$ cat config.mk
export PLATFORM = sky130hd
export DESIGN_NAME = uart_rx_mmio
export DESIGN_NICKNAME = d
export VERILOG_FILES = /design/src/rtl/uart_rx_mmio.sv
export SDC_FILE = /design/constraint.sdc
export NUM_CORES = 1
export LEC_CHECK = 0
export ABC_AREA = 0
export CELL_PAD_IN_SITES_DETAIL_PLACEMENT = 2
export CELL_PAD_IN_SITES_GLOBAL_PLACEMENT = 2
export CORE_AREA = 2 2 95 97
export DETAILED_ROUTE_END_ITERATION = 16
export DIE_AREA = 0 0 97 99
export DONT_BUFFER_PORTS = 1
export PLACE_DENSITY = 0.81
export SLEW_MARGIN = 40
export SYNTH_ARGS = -nofsm -noshare
export SYNTH_HDL_FRONTEND = slang
export SYNTH_SLANG_ARGS = --single-unit
$ cat constraint.sdc
create_clock -name clk -period 2.5 [get_ports clk]
set_input_delay 0.125 -clock clk [delete_from_list [all_inputs] [get_ports clk]]
set_output_delay 0.125 -clock clk [all_outputs]
set_load 0.005 [all_outputs]
$ cat src/rtl/uart_rx_mmio.sv
// UART receiver (8N1) with a small byte FIFO behind DATA/STATUS MMIO read registers.
// Define UART_RX_PARITY_EN to receive 8E1 frames with a parity check reported in STATUS bit 4.
module uart_rx_mmio #(
  parameter int CLK_FREQ = 50000000,
  parameter int BAUD     = 115200,
  parameter int FIFO_AW  = 2
) (
  input  logic        clk,
  input  logic        rst,
  input  logic        rx,
  input  logic        rd_en,
  input  logic        rd_addr,
  output logic [15:0] rd_data,
  output logic        irq
);

  localparam int CLKS_PER_BIT = CLK_FREQ / BAUD;
  localparam int CW           = $clog2(CLKS_PER_BIT);
  localparam int DEPTH        = 1 << FIFO_AW;
  localparam logic [CW-1:0] CNT_LAST = CW'(CLKS_PER_BIT - 1);
  localparam logic [CW-1:0] CNT_HALF = CW'(CLKS_PER_BIT / 2 - 1);

`ifdef UART_RX_PARITY_EN
  typedef enum logic [2:0] {IDLE, START, DATA, PARITY, STOP} state_t;
`else
  typedef enum logic [2:0] {IDLE, START, DATA, STOP} state_t;
`endif

  state_t             state_reg;
  logic [CW-1:0]      cnt_reg;
  logic [2:0]         bit_cnt_reg;
  logic [7:0]         shift_reg;
  logic               rx_meta_reg, rx_s_reg, rx_prev_reg;

  logic [7:0]         mem [DEPTH];
  logic [FIFO_AW-1:0] wr_ptr_reg, rd_ptr_reg;
  logic [FIFO_AW:0]   count_reg, count_next;
  logic               overrun_reg, frame_err_reg;
  logic [15:0]        rd_data_reg;
  logic               irq_reg;

  logic rx_fall, stop_sample, push_req, push_ok, pop, full, not_empty;
  logic status_rd, overrun_evt, frame_evt, parity_ok, parity_err_bit;
  logic [15:0] status_word;

  assign rx_fall     = rx_prev_reg & ~rx_s_reg;
  assign stop_sample = (state_reg == STOP) && (cnt_reg == CNT_LAST);
  assign push_req    = stop_sample & rx_s_reg & parity_ok;
  assign frame_evt   = stop_sample & ~rx_s_reg;
  assign not_empty   = (count_reg != '0);
  assign full        = count_reg[FIFO_AW];
  assign pop         = rd_en & ~rd_addr & not_empty;
  assign push_ok     = push_req & (~full | pop);
  assign overrun_evt = push_req & full & ~pop;
  assign status_rd   = rd_en & rd_addr;
  assign status_word = {11'b0, parity_err_bit, full, frame_err_reg, overrun_reg, not_empty};

  always_comb begin
    count_next = count_reg;
    case ({push_ok, pop})
      2'b10:   count_next = count_reg + 1'b1;
      2'b01:   count_next = count_reg - 1'b1;
      default: count_next = count_reg;
    endcase
  end

  always_ff @(posedge clk or posedge rst) begin
    if (rst) begin
      rx_meta_reg <= 1'b1;
      rx_s_reg    <= 1'b1;
      rx_prev_reg <= 1'b1;
    end else begin
      rx_meta_reg <= rx;
      rx_s_reg    <= rx_meta_reg;
      rx_prev_reg <= rx_s_reg;
    end
  end

`ifdef UART_RX_PARITY_EN
  logic parity_bad_reg, parity_err_reg, parity_evt;
  assign parity_evt     = (state_reg == PARITY) && (cnt_reg == CNT_LAST) && (rx_s_reg != ^shift_reg);
  assign parity_ok      = ~parity_bad_reg;
  assign parity_err_bit = parity_err_reg;

  always_ff @(posedge clk or posedge rst) begin
    if (rst) begin
      parity_bad_reg <= 1'b0;
      parity_err_reg <= 1'b0;
    end else begin
      if ((state_reg == PARITY) && (cnt_reg == CNT_LAST))
        parity_bad_reg <= parity_evt;
      parity_err_reg <= (parity_err_reg & ~status_rd) | parity_evt;
    end
  end
`else
  assign parity_ok      = 1'b1;
  assign parity_err_bit = 1'b0;
`endif

  // Frame FSM: start bit checked mid-bit, then every later bit sampled one bit period apart.
  always_ff @(posedge clk or posedge rst) begin
    if (rst) begin
      state_reg   <= IDLE;
      cnt_reg     <= '0;
      bit_cnt_reg <= '0;
      shift_reg   <= '0;
    end else begin
      case (state_reg)
        IDLE: begin
          cnt_reg     <= '0;
          bit_cnt_reg <= '0;
          if (rx_fall) state_reg <= START;
        end
        START: begin
          if (cnt_reg == CNT_HALF) begin
            cnt_reg   <= '0;
            state_reg <= rx_s_reg ? IDLE : DATA;
          end else cnt_reg <= cnt_reg + 1'b1;
        end
        DATA: begin
          if (cnt_reg == CNT_LAST) begin
            cnt_reg     <= '0;
            shift_reg   <= {rx_s_reg, shift_reg[7:1]};
            bit_cnt_reg <= bit_cnt_reg + 1'b1;
`ifdef UART_RX_PARITY_EN
            if (bit_cnt_reg == 3'd7) state_reg <= PARITY;
`else
            if (bit_cnt_reg == 3'd7) state_reg <= STOP;
`endif
          end else cnt_reg <= cnt_reg + 1'b1;
        end
`ifdef UART_RX_PARITY_EN
        PARITY: begin
          if (cnt_reg == CNT_LAST) begin
            cnt_reg   <= '0;
            state_reg <= STOP;
          end else cnt_reg <= cnt_reg + 1'b1;
        end
`endif
        STOP: begin
          if (cnt_reg == CNT_LAST) begin
            cnt_reg   <= '0;
            state_reg <= IDLE;
          end else cnt_reg <= cnt_reg + 1'b1;
        end
        default: state_reg <= IDLE;
      endcase
    end
  end

  always_ff @(posedge clk) begin
    if (push_ok) mem[wr_ptr_reg] <= shift_reg;
  end

  // Sticky flags: a status read clears them, but an event in the same cycle wins.
  always_ff @(posedge clk or posedge rst) begin
    if (rst) begin
      wr_ptr_reg    <= '0;
      rd_ptr_reg    <= '0;
      count_reg     <= '0;
      irq_reg       <= 1'b0;
      overrun_reg   <= 1'b0;
      frame_err_reg <= 1'b0;
      rd_data_reg   <= '0;
    end else begin
      if (push_ok) wr_ptr_reg <= wr_ptr_reg + 1'b1;
      if (pop)     rd_ptr_reg <= rd_ptr_reg + 1'b1;
      count_reg     <= count_next;
      irq_reg       <= (count_next != '0);
      overrun_reg   <= (overrun_reg & ~status_rd) | overrun_evt;
      frame_err_reg <= (frame_err_reg & ~status_rd) | frame_evt;
      if (rd_en)
        rd_data_reg <= rd_addr ? status_word : (not_empty ? {8'h00, mem[rd_ptr_reg]} : 16'h0000);
    end
  end

  assign rd_data = rd_data_reg;
  assign irq     = irq_reg;

endmodule

Word-level counts from Yosys, hierarchy flattened
Memories as Yosys holds them, arrays and structs flattened. Index checks and enable logic that the tools add are counted.

Register bits after elaboration: 52. RAM bits: 32. Input bits: 5. Output and inout bits: 17. Logic and storage cells: 80. Memories: 1.

Memory list: mem (words 4, bits a word 8, rd ports 1, clocked after Yosys merged registers in 0, write ports 1, line 35) `logic [7:0] mem [DEPTH];`.

Add/subtract/negate cells: 6. Equality and inequality tests: 13. Mux-type cells: 17. Bitwise gates (word level): 19. Reductions and logical operators: 10.

Operators with widths (count): $pmux W9 S3 (1); $mux W3 (6); $mux W9 (2); $mux W8 (2); $pmux W3 S2 (2); $pmux W3 S4 (1); $and A1 B1 Y1 (11); $add A9 B1 Y9 const B (1); $eq A9 B8 Y1 const B (1); $eq A9 B9 Y1 const B (1); $reduce_bool A3 Y1 (3); $ne A2 B2 Y1 const B (4); $add A3 B1 Y3 const B (2); $eq A3 B2 Y1 const B (2); $not A1 Y1 (5); $reduce_and A5 Y1 (1); $add A2 B1 Y2 const B (2); $reduce_and A2 Y1 (2); $eq A3 B1 Y1 const B (1); $eq A3 B3 Y1 const B (1); $logic_not A3 Y1 (1); $or A1 B1 Y1 (3); $sub A3 B1 Y3 const B (1); $eq A2 B1 Y1 const B (1); other kinds (7) (8).

Logic depth before layout (Yosys ltp)
Depth after elaboration: 8. Depth in mapped cells: 11.

Worst setup path before layout
Ideal clock, no wire load.

Path type: register to register. Start: register cnt_reg[1]. End: register irq_reg (netlist: irq). Library setup time: 0.073 ns. Arrival: 2.305 ns. Path slack: 0.122 ns. Stages on the path, launching flop included: 11. Buffers on the path: 0. Clock period less this slack: 2.378 ns. Path through: dfrtp_1 -> inv_1 -> ha_1 -> and4b_2 -> nand3_1 -> or2_2 -> ha_1 -> inv_1 -> fa_1 -> o21ai_0 -> nand4bb_1.

Longest elaborated chain between the ends: 7. Elaborated cells on any way between the ends: 8.

RTL lines: from (decl) (line 30) `logic [CW-1:0] cnt_reg;`; from (signal assigned) (line 118) `end else cnt_reg <= cnt_reg + 1'b1;`; from (signal assigned) (line 130) `end else cnt_reg <= cnt_reg + 1'b1;`; from (signal assigned) (line 144) `end else cnt_reg <= cnt_reg + 1'b1;`; $eq A9 B9 Y1 (*) (line 47) `assign stop_sample = (state_reg == STOP) && (cnt_reg == CNT_LAST);`; $logic_and A1 B1 Y1 (*) (line 47); $and A1 B1 Y1 (*) (line 48) `assign push_req = stop_sample & rx_s_reg & parity_ok;`; $and A1 B1 Y1 (*) (line 53) `assign push_ok = push_req & (~full | pop);`; $eq A2 B1 Y1 / $eq A2 B2 Y1 (equally long branches) (line 60) `case ({push_ok, pop})`; $pmux W3 S2 (*) (line 60); via count_next[1] (line 37) `logic [FIFO_AW:0] count_reg, count_next;`; $reduce_bool A3 Y1 (*) (line 169) `irq_reg <= (count_next != '0);`; to (signal assigned) (line 169); to (decl) (line 40) `logic irq_reg;`.

The timed path passes the listed nets; every way through them passes the cells marked *. A chain may end at the register's enable or synchronous reset.

Worst setup path in the final report
Ends and elaborated chain as after synthesis.

==> results by group <==
Run status
  • Status: completed

STA
  • Tightest Pin Transition: around 0.7 ns
  • Relative slew slack: 54.5%
  • Highest Clock Rate: ~420 MHz
  • Setup violation total in the final timing report: 0
  • Worst clock skew on the final layout: 0.00745 ns
  • Sum of negative setup slack: 0 ns
  • Max-slew violation total from the final report: 0
  • Crit share post-route: 96.3%
  • Final critical delay including setup and external delays: between 2 and 2.5 ns
  • Number of hold-slack violations in the final timing report: 0

Placement
  • Post-DP HPWL: slightly above 6 mm
  • Cells after DPL: 368
  • IO buf count: 0
  • Final weighted congestion of routability-driven global placement: 0.716

Drt
  • Detailed Route Iter0 Violations: around 100
  • Detailed-route DRC error count: 0
  • Total routed wirelength: slightly below 9 mm
  • Via/cell ratio: between 5 and 6
  • Count of TritonRoute iterations in the first routing pass: 4
  • Number of nets with antenna violations after routing: 0
  • Routed wire length per instance: between 20 and 25 µm
  • Total number of vias: about 2100

Logic synthesis
  • Proportion of synthesized flip-flops having asynchronous set or reset: between 50% and 60%
  • Synthesized area divided by synthesized cell count: between 10 and 15 µm²
  • Area share of the leading cell type in the synthesized netlist: 29.6%
  • Flop and latch count out of synthesis: 75
  • Commonest cells in the netlist: sky130_fd_sc_hd__dfrtp_1, sky130_fd_sc_hd__edfxtp_1, sky130_fd_sc_hd__nand3_1, sky130_fd_sc_hd__inv_1, sky130_fd_sc_hd__nand2_1
  • EDFF count, synth: 32
  • Most area-consuming cells after synthesis: sky130_fd_sc_hd__dfrtp_1, sky130_fd_sc_hd__edfxtp_1, sky130_fd_sc_hd__mux4_2
  • Number of warnings printed during yosys synthesis: 0
  • Cell area after synthesis: 3380 µm²
  • Most frequent cell after synthesis: sky130_fd_sc_hd__dfrtp_1
  • Synth area leader: sky130_fd_sc_hd__dfrtp_1
  • Yosys cell types: between 40 and 50
  • Syn Inst Count: between 200 and 300
  • Top_reg_cell synth: sky130_fd_sc_hd__dfrtp_1
  • Fraction of the yosys area taken by sequential cells: between 60 and 70%

Global route
  • Total routing usage reported by global routing: between 10% and 20%
  • Congestion Overflow GR: 0
  • Antenna violations before repair: 0
  • Number of global-route vias before repair: around 2400
  • Wire length of the first global-routing pass: 13.9 mm
  • Maximum number of pins on one net before global-route repair: 44

Critical path
  • Critical path class: flip-flop to flip-flop
  • Worst Setup End Kind: flip-flop
  • Data required time of the worst path: around 2.8 ns
  • Internal reg-to-reg setup slack: 0.09 ns
  • Critical path's top delay family: adder cells
  • Cells on worst reg2reg path: 10
  • CP Launch Type: flip-flop
  • Launching element of the worst setup path: cnt_reg[1]$_DFFE_PP0P_
  • Most repeated library cell on the critical path: sky130_fd_sc_hd__ha_2
  • Worst-path maximum fanout: 2
  • Largest stage delay on the critical path: approximately 0.43 ns
  • Capture instance of the worst register-to-register path: irq$_DFF_PP0_
  • Critical path buffers and inverters: 2
  • Slowest stage cell on the critical path: sky130_fd_sc_hd__fa_1
  • Worst path depth: 10
  • R2R Path Start: cnt_reg[1]$_DFFE_PP0P_
  • Crit-path cells: inv_1 -> ha_2 -> and4b_2 -> nand3_2 -> or2_2 -> ha_2 -> inv_2 -> fa_1 -> o21ai_2 -> nand4bb_1
  • Arrival time reported for the critical path endpoint: 2.70 ns

Clock tree
  • CTS H-tree lvls: 3
  • Clock-pin slew reported for the worst setup and hold paths after clock tree synthesis: 0.08 ns
  • CTS Buffer Depth: 2
  • Total clock buffers created by CTS: 9
  • Clock latency on the worst-skew pair: between 0.3 and 0.4 ns
  • Root buf cell: sky130_fd_sc_hd__clkbuf_8
  • TritonCTS clock tree: yes
  • TritonCTS sink count: 75

Power and ir drop
  • Static Leakage: 1.51 nW
  • Highest ir drop seen on vdd: between 0.2 and 0.3 mV
  • Pwr per Cell Area: 844 nW/µm²

Final layout
  • Layout net count: 294
  • Flip-flop count of the largest register, all copies and words added: 32
  • Layout cells sized above 1: between 20 and 30%
  • Utilization after layout: 45.5%
  • Syn-to-layout area delta: 14.9%
  • Number of standard cells in the final layout excluding fillers: between 300 and 400
  • FILL cells: between 800 and 900
  • Diodes inserted: 0

Die
  • Number of placed I/O pins: 22
  • Die outline area: roughly 9600 µm²
  • Floorplan die width: 97 µm
  • Core area: ~8600 µm²
  • Initial Utilization: between 30% and 40%
  • Die Y-Extent: slightly below 100 µm
  • Placement row count: 34

Min path
  • Hold path endpoint: frame_err_reg$_DFF_PP0_
  • Min-Delay Path Depth: 3
  • Hold wc startpoint: rd_en
  • Min-delay worst type: input port to flip-flop

Run
  • Max capacitance violation total: 0
## layout make-up
cell class	instances	area, µm²	area share [%]
repair buffers	25	198	5.09
flip-flops and latches	75	2040	52.5
clock inverters	6	88.8	2.29
well taps	108	135	3.48
multi-input cells	148	1210	31.2
clock buffers	10	138	3.54
inverters	19	73.8	1.90
## through the flow
step | instance area [µm²] | power (mW) | setup slack (ns) | hold WS [ns]
2_1_floorplan | 3410 | 1.98 | 0.122 | 0.129
3_3_place_gp | 3580 | 2.11 | 0.100 | 0.130
3_5_place_dp | 3580 | 2.20 | -0.106 | 0.104
4_1_cts | 3860 | 3.29 | 0.00956 | 0.0227
5_1_grt | 3890 | 3.44 | -0.000190 | 0.0383
6_report | 3890 | 3.28 | 0.0925 | 0.0276
## routing by layer
metal | share of wire [%] | vias up | wire (µm) | global-route usage (%)
li1 | - | 954 | - | -
met3 | 2.1 | 12 | 178 | 2.34
met4 | 1.8 | 0 | 159 | 7.80
met1 | 41 | 1087 | 3580 | 22.6
met5 | 0 | - | 0 | 0
met2 | 55 | 36 | 4740 | 36.2
## logic make-up (layout without fill, tap and decap cells)
family	count (synthesis)	count (layout)	synth area share (%)
XOR/XNOR	8	8	2.07
buffers and inverters	35	60	5.03
adder cells (fa/ha/maj)	11	11	4.29
multiplexers	17	17	8.32
other	1	8	0.111
AO/OA/AOI/OAI	34	34	7.62
flip-flops	75	75	60.3
AND/OR/NAND/NOR	70	70	12.3
## placed cells by master, fill, tap and decap left out, drive strengths merged, types with 2 or more instances in the layout
cell type	netlist	final
o31ai	2	2
o311ai	2	2
dfrtp	40	40
dfstp	3	3
or3	6	6
o211ai	5	5
nand3	20	20
nand2	18	18
inv	19	19
bufinv	0	2
xor2	3	3
nor3	5	5
a21oi	4	4
clkinvlp	0	2
conb	1	8
edfxtp	32	32
clkbuf	6	10
clkinv	0	2
nand4bb	2	2
nor2b	2	2
xnor2	5	5
nand4	3	3
mux2	9	9
nand2b	6	6
ha	10	10
a22oi	4	4
dlygate4sd3	0	4
mux4	8	8
o21ai	12	12
buf	10	21
## power by group
| part | leakage (nW) | switching (mW) | internal (mW) |
|---|---|---|---|
| sequential | 0.771 | 0.186 | 1.40 |
| clock | 0.108 | 0.466 | 0.589 |
| combinational | 0.634 | 0.331 | 0.308 |
## worst min-delay path, cell delays in order
cell and delay, ns:
sky130_fd_sc_hd__nand2_1 0.08, sky130_fd_sc_hd__nand2_1 0.07, sky130_fd_sc_hd__o31ai_1 0.07
## how the worst max path moves through the flow
stage	endpoint	slack [ns]
finish	irq$_DFF_PP0_	0.09
floorplan	irq$_DFF_PP0_	0.12
detailed placement	irq$_DFF_PP0_	-0.11
global route	irq$_DFF_PP0_	-0.0002
global placement	irq$_DFF_PP0_	0.10
CTS	irq$_DFF_PP0_	0.01
## repair_timing
action / in CTS / in global routing
resized for setup: 2 / 4
endpoints found under the setup margin: 2 / 2
setup buffers: 1 / 2
pin swaps: 1 / 2
hold buffers: 4 / 0
hold endpoints to repair: 49 / 0
No activity file was read; power rests on OpenSTA's default activity.
